==> src/rtl/prefetch_pkg.sv <==
// Shared types and constants for the instruction prefetch queue.
//   state_e    : fetch FSM states
//   PC_INC     : byte stride between consecutive instructions
//   ALIGN_MASK : low PC bits that are always forced to zero
package prefetch_pkg;

  typedef enum logic [1:0] {
    IDLE,  // no request outstanding
    WAIT,  // request outstanding at fetch_pc, response will be pushed
    DROP   // request outstanding, response is stale and will be discarded
  } state_e;

  localparam int unsigned PC_INC     = 4;
  localparam int unsigned ALIGN_MASK = 3;

endpackage

==> src/rtl/prefetch_fifo.sv <==
// DEPTH-entry FIFO of {pc, inst} pairs with registered head outputs.
//   clk, rst          : clock, synchronous active-high reset
//   push_i/pc_i/inst_i: write one entry (ignored when full or flushing)
//   pop_i             : consume the head entry (ignored when empty)
//   flush_i           : empty the FIFO; a same-cycle pop still counts as delivered
//   count_o           : current occupancy
//   valid_o/pc_o/inst_o: head entry, zero when empty
module prefetch_fifo #(
  parameter int DATA_WIDTH = 32,
  parameter int DEPTH      = 4
) (
  input  logic                       clk,
  input  logic                       rst,
  input  logic                       push_i,
  input  logic [DATA_WIDTH-1:0]      pc_i,
  input  logic [DATA_WIDTH-1:0]      inst_i,
  input  logic                       pop_i,
  input  logic                       flush_i,
  output logic [$clog2(DEPTH+1)-1:0] count_o,
  output logic                       valid_o,
  output logic [DATA_WIDTH-1:0]      pc_o,
  output logic [DATA_WIDTH-1:0]      inst_o
);
  localparam int PW = $clog2(DEPTH);
  localparam int CW = $clog2(DEPTH+1);

  logic [DEPTH-1:0][DATA_WIDTH-1:0] mem_pc_q, mem_inst_q;
  logic [PW-1:0]         rd_q, rd_d, wr_q, wr_d;
  logic [CW-1:0]         count_q, count_d;
  logic                  valid_q, valid_d;
  logic [DATA_WIDTH-1:0] pc_q, pc_d, inst_q, inst_d;
  logic                  do_push, do_pop;

  assign do_pop  = pop_i && (count_q != '0);
  assign do_push = push_i && !flush_i && (count_q != CW'(DEPTH));

  always_comb begin
    rd_d    = rd_q;
    wr_d    = wr_q;
    count_d = count_q;
    valid_d = 1'b0;
    pc_d    = '0;
    inst_d  = '0;
    if (flush_i) begin
      rd_d    = '0;
      wr_d    = '0;
      count_d = '0;
    end else begin
      if (do_pop)  rd_d = rd_q + PW'(1);
      if (do_push) wr_d = wr_q + PW'(1);
      count_d = count_q + CW'(do_push) - CW'(do_pop);
    end
    valid_d = (count_d != '0);
    // Next head is the entry being written this cycle when the FIFO
    // would otherwise be empty; storage is not yet updated for it.
    if (valid_d) begin
      if (do_push && (wr_q == rd_d)) begin
        pc_d   = pc_i;
        inst_d = inst_i;
      end else begin
        pc_d   = mem_pc_q[rd_d];
        inst_d = mem_inst_q[rd_d];
      end
    end
  end

  always_ff @(posedge clk) begin
    if (do_push) begin
      mem_pc_q[wr_q]   <= pc_i;
      mem_inst_q[wr_q] <= inst_i;
    end
  end

  always_ff @(posedge clk) begin
    if (rst) begin
      rd_q    <= '0;
      wr_q    <= '0;
      count_q <= '0;
      valid_q <= 1'b0;
      pc_q    <= '0;
      inst_q  <= '0;
    end else begin
      rd_q    <= rd_d;
      wr_q    <= wr_d;
      count_q <= count_d;
      valid_q <= valid_d;
      pc_q    <= pc_d;
      inst_q  <= inst_d;
    end
  end

  assign count_o = count_q;
  assign valid_o = valid_q;
  assign pc_o    = pc_q;
  assign inst_o  = inst_q;

endmodule

==> src/rtl/prefetch_queue.sv <==
// Instruction prefetch unit: streams fetch requests into a DEPTH-entry
// FIFO of {pc, inst}, flushing and dropping in-flight data on redirect.
//   clk, rst                 : clock, synchronous active-high reset
//   inst_req/inst_addr       : level fetch request, address held while high
//   inst_valid/inst_data     : response strobe and fetched word
//   branch_flag/new_pc       : one-cycle redirect, target word-aligned here
//   out_valid/out_ready      : decode handshake on the FIFO head
//   out_inst/out_pc          : head instruction and its PC, zero when empty
module prefetch_queue
  import prefetch_pkg::*;
#(
  parameter int                    DATA_WIDTH = 32,
  parameter int                    DEPTH      = 4,
  parameter logic [DATA_WIDTH-1:0] RESET_PC   = '0
) (
  input  logic                  clk,
  input  logic                  rst,
  output logic                  inst_req,
  output logic [DATA_WIDTH-1:0] inst_addr,
  input  logic                  inst_valid,
  input  logic [DATA_WIDTH-1:0] inst_data,
  input  logic                  branch_flag,
  input  logic [DATA_WIDTH-1:0] new_pc,
  output logic                  out_valid,
  input  logic                  out_ready,
  output logic [DATA_WIDTH-1:0] out_inst,
  output logic [DATA_WIDTH-1:0] out_pc
);
  localparam int CW = $clog2(DEPTH+1);

  state_e                state_q, state_d;
  logic [DATA_WIDTH-1:0] fetch_pc_q, fetch_pc_d;
  logic [DATA_WIDTH-1:0] addr_q, addr_d;
  logic [CW-1:0]         fifo_count, count_next;
  logic                  pop, push, flush;

  assign pop        = out_valid && out_ready;
  assign count_next = fifo_count - CW'(pop);

  always_comb begin
    state_d    = state_q;
    fetch_pc_d = fetch_pc_q;
    push       = 1'b0;
    flush      = 1'b0;
    if (branch_flag) begin
      flush      = 1'b1;
      fetch_pc_d = new_pc & ~DATA_WIDTH'(ALIGN_MASK);
      // An outstanding request must still see its response before a new
      // one can issue; a response arriving now is simply thrown away.
      if (state_q != IDLE) state_d = inst_valid ? IDLE : DROP;
      else                 state_d = IDLE;
    end else begin
      unique case (state_q)
        IDLE: if (count_next < CW'(DEPTH)) state_d = WAIT;
        WAIT: if (inst_valid) begin
          push       = 1'b1;
          fetch_pc_d = fetch_pc_q + DATA_WIDTH'(PC_INC);
          state_d    = (({1'b0, count_next} + (CW+1)'(1)) < (CW+1)'(DEPTH)) ? WAIT : IDLE;
        end
        DROP: if (inst_valid) state_d = IDLE;
        default: state_d = IDLE;
      endcase
    end
    // The bus address must not move while the stale request is pending.
    addr_d = (state_d == DROP) ? addr_q : fetch_pc_d;
  end

  always_ff @(posedge clk) begin
    if (rst) begin
      state_q    <= IDLE;
      fetch_pc_q <= RESET_PC;
      addr_q     <= RESET_PC;
    end else begin
      state_q    <= state_d;
      fetch_pc_q <= fetch_pc_d;
      addr_q     <= addr_d;
    end
  end

  assign inst_req  = (state_q != IDLE);
  assign inst_addr = addr_q;

  prefetch_fifo #(.DATA_WIDTH(DATA_WIDTH), .DEPTH(DEPTH)) u_fifo (
    .clk     (clk),
    .rst     (rst),
    .push_i  (push),
    .pc_i    (fetch_pc_q),
    .inst_i  (inst_data),
    .pop_i   (pop),
    .flush_i (flush),
    .count_o (fifo_count),
    .valid_o (out_valid),
    .pc_o    (out_pc),
    .inst_o  (out_inst)
  );

endmodule
==> config.mk <==
export PLATFORM = sky130hd
export DESIGN_NAME = prefetch_queue
export DESIGN_NICKNAME = d
export VERILOG_FILES = /design/src/rtl/prefetch_pkg.sv /design/src/rtl/prefetch_fifo.sv /design/src/rtl/prefetch_queue.sv
export SDC_FILE = /design/constraint.sdc
export NUM_CORES = 1
export LEC_CHECK = 0
export CAP_MARGIN = 20
export CORE_MARGIN = 8
export CORE_UTILIZATION = 35
export CTS_BUF_LIST = sky130_fd_sc_hd__clkbuf_8
export CTS_CLUSTER_SIZE = 10
export DETAILED_ROUTE_END_ITERATION = 8
export SETUP_SLACK_MARGIN = 0.4
export SLEW_MARGIN = 40
export SYNTH_ARGS = -nofsm -noshare
export SYNTH_HDL_FRONTEND = slang
export SYNTH_SLANG_ARGS = --single-unit
==> constraint.sdc <==
create_clock -name clk -period 10.6 [get_ports clk]
set_clock_uncertainty 0.1 [all_clocks]
set_input_delay 1.06 -clock clk [delete_from_list [all_inputs] [get_ports clk]]
set_output_delay 1.06 -clock clk [all_outputs]
set_load 0.005 [all_outputs]
; ---- Yosys cells after proc, flatten, opt, wreduce, memory -nomap -nowiden
; Cells that the tools add are included.
[classes]
n_addsub = 7
multipliers = 0
div_mod_pow = 0
n_lt_le_gt_ge = 5
eq_ne = 5
shifts = 0
n_mux = 28
bitwise = 1
n_reduce_logical = 13
[op_table]
columns = cell, n
row1 = 128-bit bitwise mux, 2
row2 = 32-bit 2-to-1 mux, 8
row3 = 32-bit binary-select mux with 2-bit select, 2
row4 = 32-bit demux with 2-bit select, 1
row5 = 32-bit by 3-bit adder with 32-bit output (second input constant), 1
row6 = 2-bit 2-to-1 mux, 8
row7 = 1-bit logical AND, 6
row8 = 2-bit by 3-bit < comparator with 1-bit output (second input constant), 2
row9 = 2-bit case mux with 3 select lines, 1
row10 = 3-bit nonzero test, 2
row11 = 3-bit by 1-bit subtractor with 3-bit output, 2
row12 = 1-bit 2-to-1 mux, 5
row13 = 2-bit by 1-bit adder with 2-bit output (second input constant), 2
row14 = 3-bit by 1-bit adder with 4-bit output (second input constant), 1
row15 = 2-bit == test (second input constant), 2
row16 = 4-bit by 3-bit < comparator with 1-bit output (second input constant), 1
row17 = 2-bit OR reduction, 2
row18 = 3-bit by 1-bit adder with 3-bit output, 1
row19 = 3-bit < comparator (second input constant), 1
row20 = 3-bit 2-to-1 mux, 1
row21 = 3-bit != test (second input constant), 1
row22 = 2-bit by 1-bit == test with 1-bit output (second input constant), 1
row23 = 2-bit == test, 1
row24 = 2-bit by 1-bit >= comparator with 1-bit output (second input constant), 1
row25 = 4 further kinds, 4
[totals]
reg_bits = 394
latchBits = 0
mem_bits_rw = 0
romBits = 0
elab_cells = 76
memories = 0

; ---- Depth between registers and ports, before layout
[depth]
depth_word = 11
depth_mapped = 17

; ---- Modules after synthesis
; From an unflattened synthesis, not the netlist that was laid out.
[hier_totals]
hier_cells = 1278
area_unflattened_um2 = 16005.4
[modules_own_cells]
columns = module, n_inst, cells_each, area_per_inst_um2, seq_area_each_um2
row1 = prefetch_fifo, 1, 901, 12876.1, 9128.8
row2 = prefetch_queue, 1, 377, 3129.3, 1321.3

; ---- Worst setup path before layout
; OpenSTA, ideal clock, no wires.
[synth_path]
path_kind = input to register
start = in out_ready
end = reg u_fifo.inst_q[0], in the netlist u_fifo.inst_o[0]
setup_time_ps = 132
t_arrival_ps = 4027
required_ps = 10368
slack_ps = 6341
cell_stages = 15
n_path_buf = 4
path_cell_list = o311ai_4 > inv_2 > buf_2 > clkbuf_1 > clkbuf_1 > ha_1 > inv_1 > ha_1 > inv_1 > fa_1 > xnor3_1 > nor2_1 > nor3_1 > clkbuf_1 > a21oi_1
[synth_via]
elab_chain_cells = 7
word_cells_on_any_way = 14
[synth_rtl]
columns = element, line_no
row1 = start: declaration, prefetch_queue.sv:25  ; input logic out_ready,
row2 = 1-bit logical AND (*), prefetch_queue.sv:37  ; assign pop = out_valid && out_ready;
row3 = 1-bit logical AND (*), prefetch_fifo.sv:34  ; assign do_pop = pop_i && (count_q != '0);
row4 = 3-bit by 1-bit subtractor with 3-bit output / 2-bit 2-to-1 mux (equally long branches), "prefetch_fifo.sv:51, prefetch_fifo.sv:49"
row5 = 3-bit 2-to-1 mux / 2-bit 2-to-1 mux (equally long branches), prefetch_fifo.sv:44  ; if (flush_i) begin
row6 = "3-bit nonzero test, or another cell as far along", prefetch_fifo.sv:53  ; valid_d = (count_d != '0);
row7 = "1-bit inverter (no line), or another cell as far along", -
row8 = 2-bit OR reduction (no line) / 32-bit 2-to-1 mux (equally long branches), -
row9 = end signal: assignment, prefetch_fifo.sv:88  ; inst_q <= inst_d;
row10 = end: declaration, prefetch_fifo.sv:31  ; logic [DATA_WIDTH-1:0] pc_q, pc_d, inst_q, inst_d;
; Every way passes the cells marked *; elsewhere a longest branch is shown, timed or not. The select of a mux whose other input is x is not followed.
; A chain may end at the register's enable or synchronous reset.

; ---- Worst setup path after layout
[layout_path]
start = in inst_valid
end = reg u_fifo.pc_q[23], in the netlist u_fifo.pc_o[23]
[layout_via]
elab_chain_cells = 11
word_cells_on_any_way = 13
[layout_rtl]
columns = element, line_no
row1 = start: declaration, prefetch_queue.sv:20  ; input logic inst_valid,
row2 = 1-bit 2-to-1 mux (*), prefetch_queue.sv:55  ; WAIT: if (inst_valid) begin
row3 = 1-bit 2-to-1 mux (*), prefetch_queue.sv:53  ; unique case (state_q)
row4 = 1-bit 2-to-1 mux (*), prefetch_queue.sv:45  ; if (branch_flag) begin
row5 = 1-bit logical AND (*) (2 in a row), prefetch_fifo.sv:35  ; assign do_push = push_i && !flush_i && (count_q != CW'(DEPTH));
row6 = net u_fifo.do_push, prefetch_fifo.sv:32  ; logic do_push, do_pop;
row7 = 3-bit by 1-bit adder with 3-bit output, prefetch_fifo.sv:51  ; count_d = count_q + CW'(do_push) - CW'(do_pop);
row8 = 3-bit by 1-bit subtractor with 3-bit output, prefetch_fifo.sv:51
row9 = 3-bit 2-to-1 mux, prefetch_fifo.sv:44
row10 = 3-bit nonzero test, prefetch_fifo.sv:53
row11 = 1-bit inverter (no line), -
row12 = 2-bit OR reduction (no line), -
row13 = end signal: assignment, prefetch_fifo.sv:87  ; pc_q <= pc_d;
row14 = end: declaration, prefetch_fifo.sv:31
; Mark *: on every way through the listed nets, which the timed path passes. The rest lies on a longest branch.

==> flow_metrics.tcl <==
set metrics [dict create \
    core.rowCount 85 \
    synthArstFlopShare 0 \
    clock_tree.buffer_depth 3 \
    yosys.area.top_type_share 0.4019 \
    finalPower_mw 3.346 \
    port_buffers 164 \
    status "completed" \
    synth-seq-area-share 0.5463 \
    grtUsageTotal 0.1985 \
    wirelength_mm 65.29 \
    grt_pass1_vias 16420 \
    worst_pin_slew_ps 869.1 \
    numCtsBuffers 70 \
    avgViaCountPerCell 6.378 \
    clkLatencyLatePin_ps 640 \
    grt_pass1_wl_mm 98.44 \
    boundaryPins 167 \
    cp.required_ps 11020 \
    netlist_area_sq_um 19130 \
    hold_violations 0 \
    post-cts-setup-buffers 0 \
    synth_xor_area_frac 0.01334 \
    place_congestion 0.7710 \
    syn_to_final_growth_pct 18.75 \
    ir_drop_uv 73.06 \
    max_freq_mhz 226.2 \
    synth_warnings 0 \
    setup_ws_ps 6179 \
    synth-simple-area-share 0.1949 \
    coreArea_sq_um 53920 \
    initial_core_util 0.3547 \
    wire_per_inst_um 25.74 \
    grt_overflow 0 \
    rrSetupSlack_ps 6690 \
    cts.clk_slew.worst_paths_ps 60 \
    p_leak_nw 6.866 \
    netlist_instances 1730 \
    post-route-period-util 0.4171 \
    avgSynthCellArea_sq_um 11.06 \
    ant_nets 0 \
    synth.most_common_cell "edfxtp_1" \
    final_util 0.4212 \
    drive_above_1_share 0.09022 \
    antenna_found_initial 1 \
    end_kind "register" \
    drtPass1Iterations 6 \
    syn_nets 1809 \
    dp_slack_ps 5576 \
    setup_viol 0 \
    finalSetupTns_ps 0 \
    wl_met3_mm 6.144 \
    ctsHoldBuffers 0 \
    drt-met1-wl_mm 27.95 \
    vias 16180 \
    synthTopCellsByArea "edfxtp_1 (40%), dfxtp_1 (14%), nor4b_1 (5.8%), o2111ai_1 (5.8%), or4_1 (5.1%)" \
    synth_compound_area_frac 0.1858 \
    rr_endpoint "u_fifo.pc_o[23]$_SDFF_PP0_" \
    cts_tree "done" \
    yosys-top-cells-count "edfxtp_1 (256), clkbuf_1 (189), dfxtp_1 (138)" \
    h-tree-depth 3 \
    synth.distinct_cells 64 \
    drv_cap 0 \
    die_y_um 249.8 \
    synth_top_family_by_area "simple AND/OR/NAND/NOR gates" \
    die_w_um 249.8 \
    power-per-cell-area_nw_per_um2 147.3 \
    fillCellCount 5056 \
    clock_sinks 394 \
    rr_worst_depth 12 \
    dr.max_layer_used "met4" \
    synth_fa_ha_area_frac 0.006934 \
    relSlewSlack 0.4206 \
    grt_setup_unrepaired "no" \
    grt_max_degree 136 \
    drc 0 \
    drt_iter0_drc 1663 \
    synth_area_leader_cell "edfxtp_1" \
    cp-endpoint "u_fifo.pc_o[23]$_SDFF_PP0_" \
    arrival_ps 4840 \
    met2_length_mm 29.60 \
    r2r_start "state_q[0]$_SDFF_PP0_" \
    slew_viol_final 0 \
    synth_mux_area_frac 0.006999 \
    critPathMaxFanout 28 \
    synth_ff_type "edfxtp_1" \
    fin_crit_ps 4421 \
    critPathLaunchType "primary input" \
    die_area_sq_um 62390 \
    synth-edff-count 256 \
    cts_root_buffer "clkbuf_8" \
    hpwl_mm 34.29 \
    nets 1863 \
    ys_seq_elements 394 \
    crit_path_start "inst_valid" \
    timing_worst_setup_path_type "in2reg" \
    postCtsResizedCells 0 \
    hold_class "reg2reg" \
]
metal layers:
metal	vias up	track usage
met5	-	0
met3	139	0.04874
met2	884	0.3117
met1	8028	0.2651
li1	7131	-
met4	0	0.06857
how the worst min path moves through the flow:
stage                                    start                         end  slack (ps)  cells after the start
global placement     inst_addr[6]$_SDFFE_PP0P_   inst_addr[6]$_SDFFE_PP0P_         350                      2
floorplan                state_q[1]$_SDFF_PP0_       state_q[0]$_SDFF_PP0_         340                      1
detailed placement  inst_addr[11]$_SDFFE_PP0P_  inst_addr[11]$_SDFFE_PP0P_         350                      2
CTS                  inst_addr[8]$_SDFFE_PP0P_   inst_addr[8]$_SDFFE_PP0P_         370                      2
global route         inst_addr[6]$_SDFFE_PP0P_   inst_addr[6]$_SDFFE_PP0P_         380                      2
finish              inst_addr[11]$_SDFFE_PP0P_  inst_addr[11]$_SDFFE_PP0P_         360                      2
area by class of cell:
type / instances / area (sq um) / share of cell area
Antenna cell: 1 / 2.502 / 0.0001102
Clock buffer: 80 / 1101 / 0.04848
Timing Repair Buffer: 195 / 1997 / 0.08792
Sequential cell: 394 / 10460 / 0.4604
Clock inverter: 48 / 339.1 / 0.01493
Multi-Input combinational cell: 1107 / 7878 / 0.3468
Inverter: 16 / 67.56 / 0.002975
Tap cell: 696 / 870.8 / 0.03834
sequential cells by signal, summed over array words and instances (netlist names):
name	count
fetch_pc_q	32
inst_addr	32
state_q	2
u_fifo.count_o	3
u_fifo.inst_o	32
u_fifo.mem_inst_q	128
u_fifo.mem_pc_q	128
u_fifo.pc_o	32
u_fifo.rd_q	2
u_fifo.valid_o	1
u_fifo.wr_q	2
through the flow:
step | instance area (sq um) | hold slack [ps] | instances
5_1_grt | 22710 | 381.3 | 2536
3_3_place_gp | 21090 | 345.9 | 2401
3_5_place_dp | 21240 | 350.8 | 2407
6_report | 22710 | 360.0 | 2537
2_1_floorplan | 19130 | 342.2 | 1730
4_1_cts | 22680 | 367.1 | 2535
logic make-up after synthesis:
group	count (synthesis)
buffers and inverters	229
AND/OR/NAND/NOR	594
adder cells (fa/ha/maj)	10
flip-flops	394
XOR/XNOR	22
AO/OA/AOI/OAI	468
multiplexers	13
layout by cell type (no fill, tap or decap), types with 44 or more instances in the layout:
cell / Yosys / routed
a21oi_1: 85 / 85
clkbuf_8: 0 / 81
clkdlybuf4s50_1: 0 / 163
dfxtp_1: 138 / 136
edfxtp_1: 256 / 256
nand2_1: 46 / 44
nand3_1: 79 / 79
nor2_1: 115 / 115
nor4b_1: 127 / 127
o2111a_1: 63 / 63
o2111ai_1: 126 / 126
o211ai_1: 67 / 67
o21ai_0: 76 / 76
or4_1: 129 / 129
power by group:
| part | switching, mW | leakage [nW] | internal, mW |
|---|---|---|---|
| combinational | 0.102 | 2.57 | 0.0791 |
| sequential | 0.0357 | 3.47 | 1.66 |
| clock | 0.656 | 0.825 | 0.813 |
| total | 0.794 | 6.87 | 2.55 |
worst max-delay path: stages:
cell and delay [ps]:
clkdlybuf4s50_1 550, nand3b_1 480, a211oi_2 810, ha_1 260, inv_1 50, fa_1 360
xnor3_1 210, nor2_1 60, nor3_2 210, buf_4 420, inv_1 150, nand4_1 120
mux2i_1 70
No activity file was read; power rests on OpenSTA's default activity.
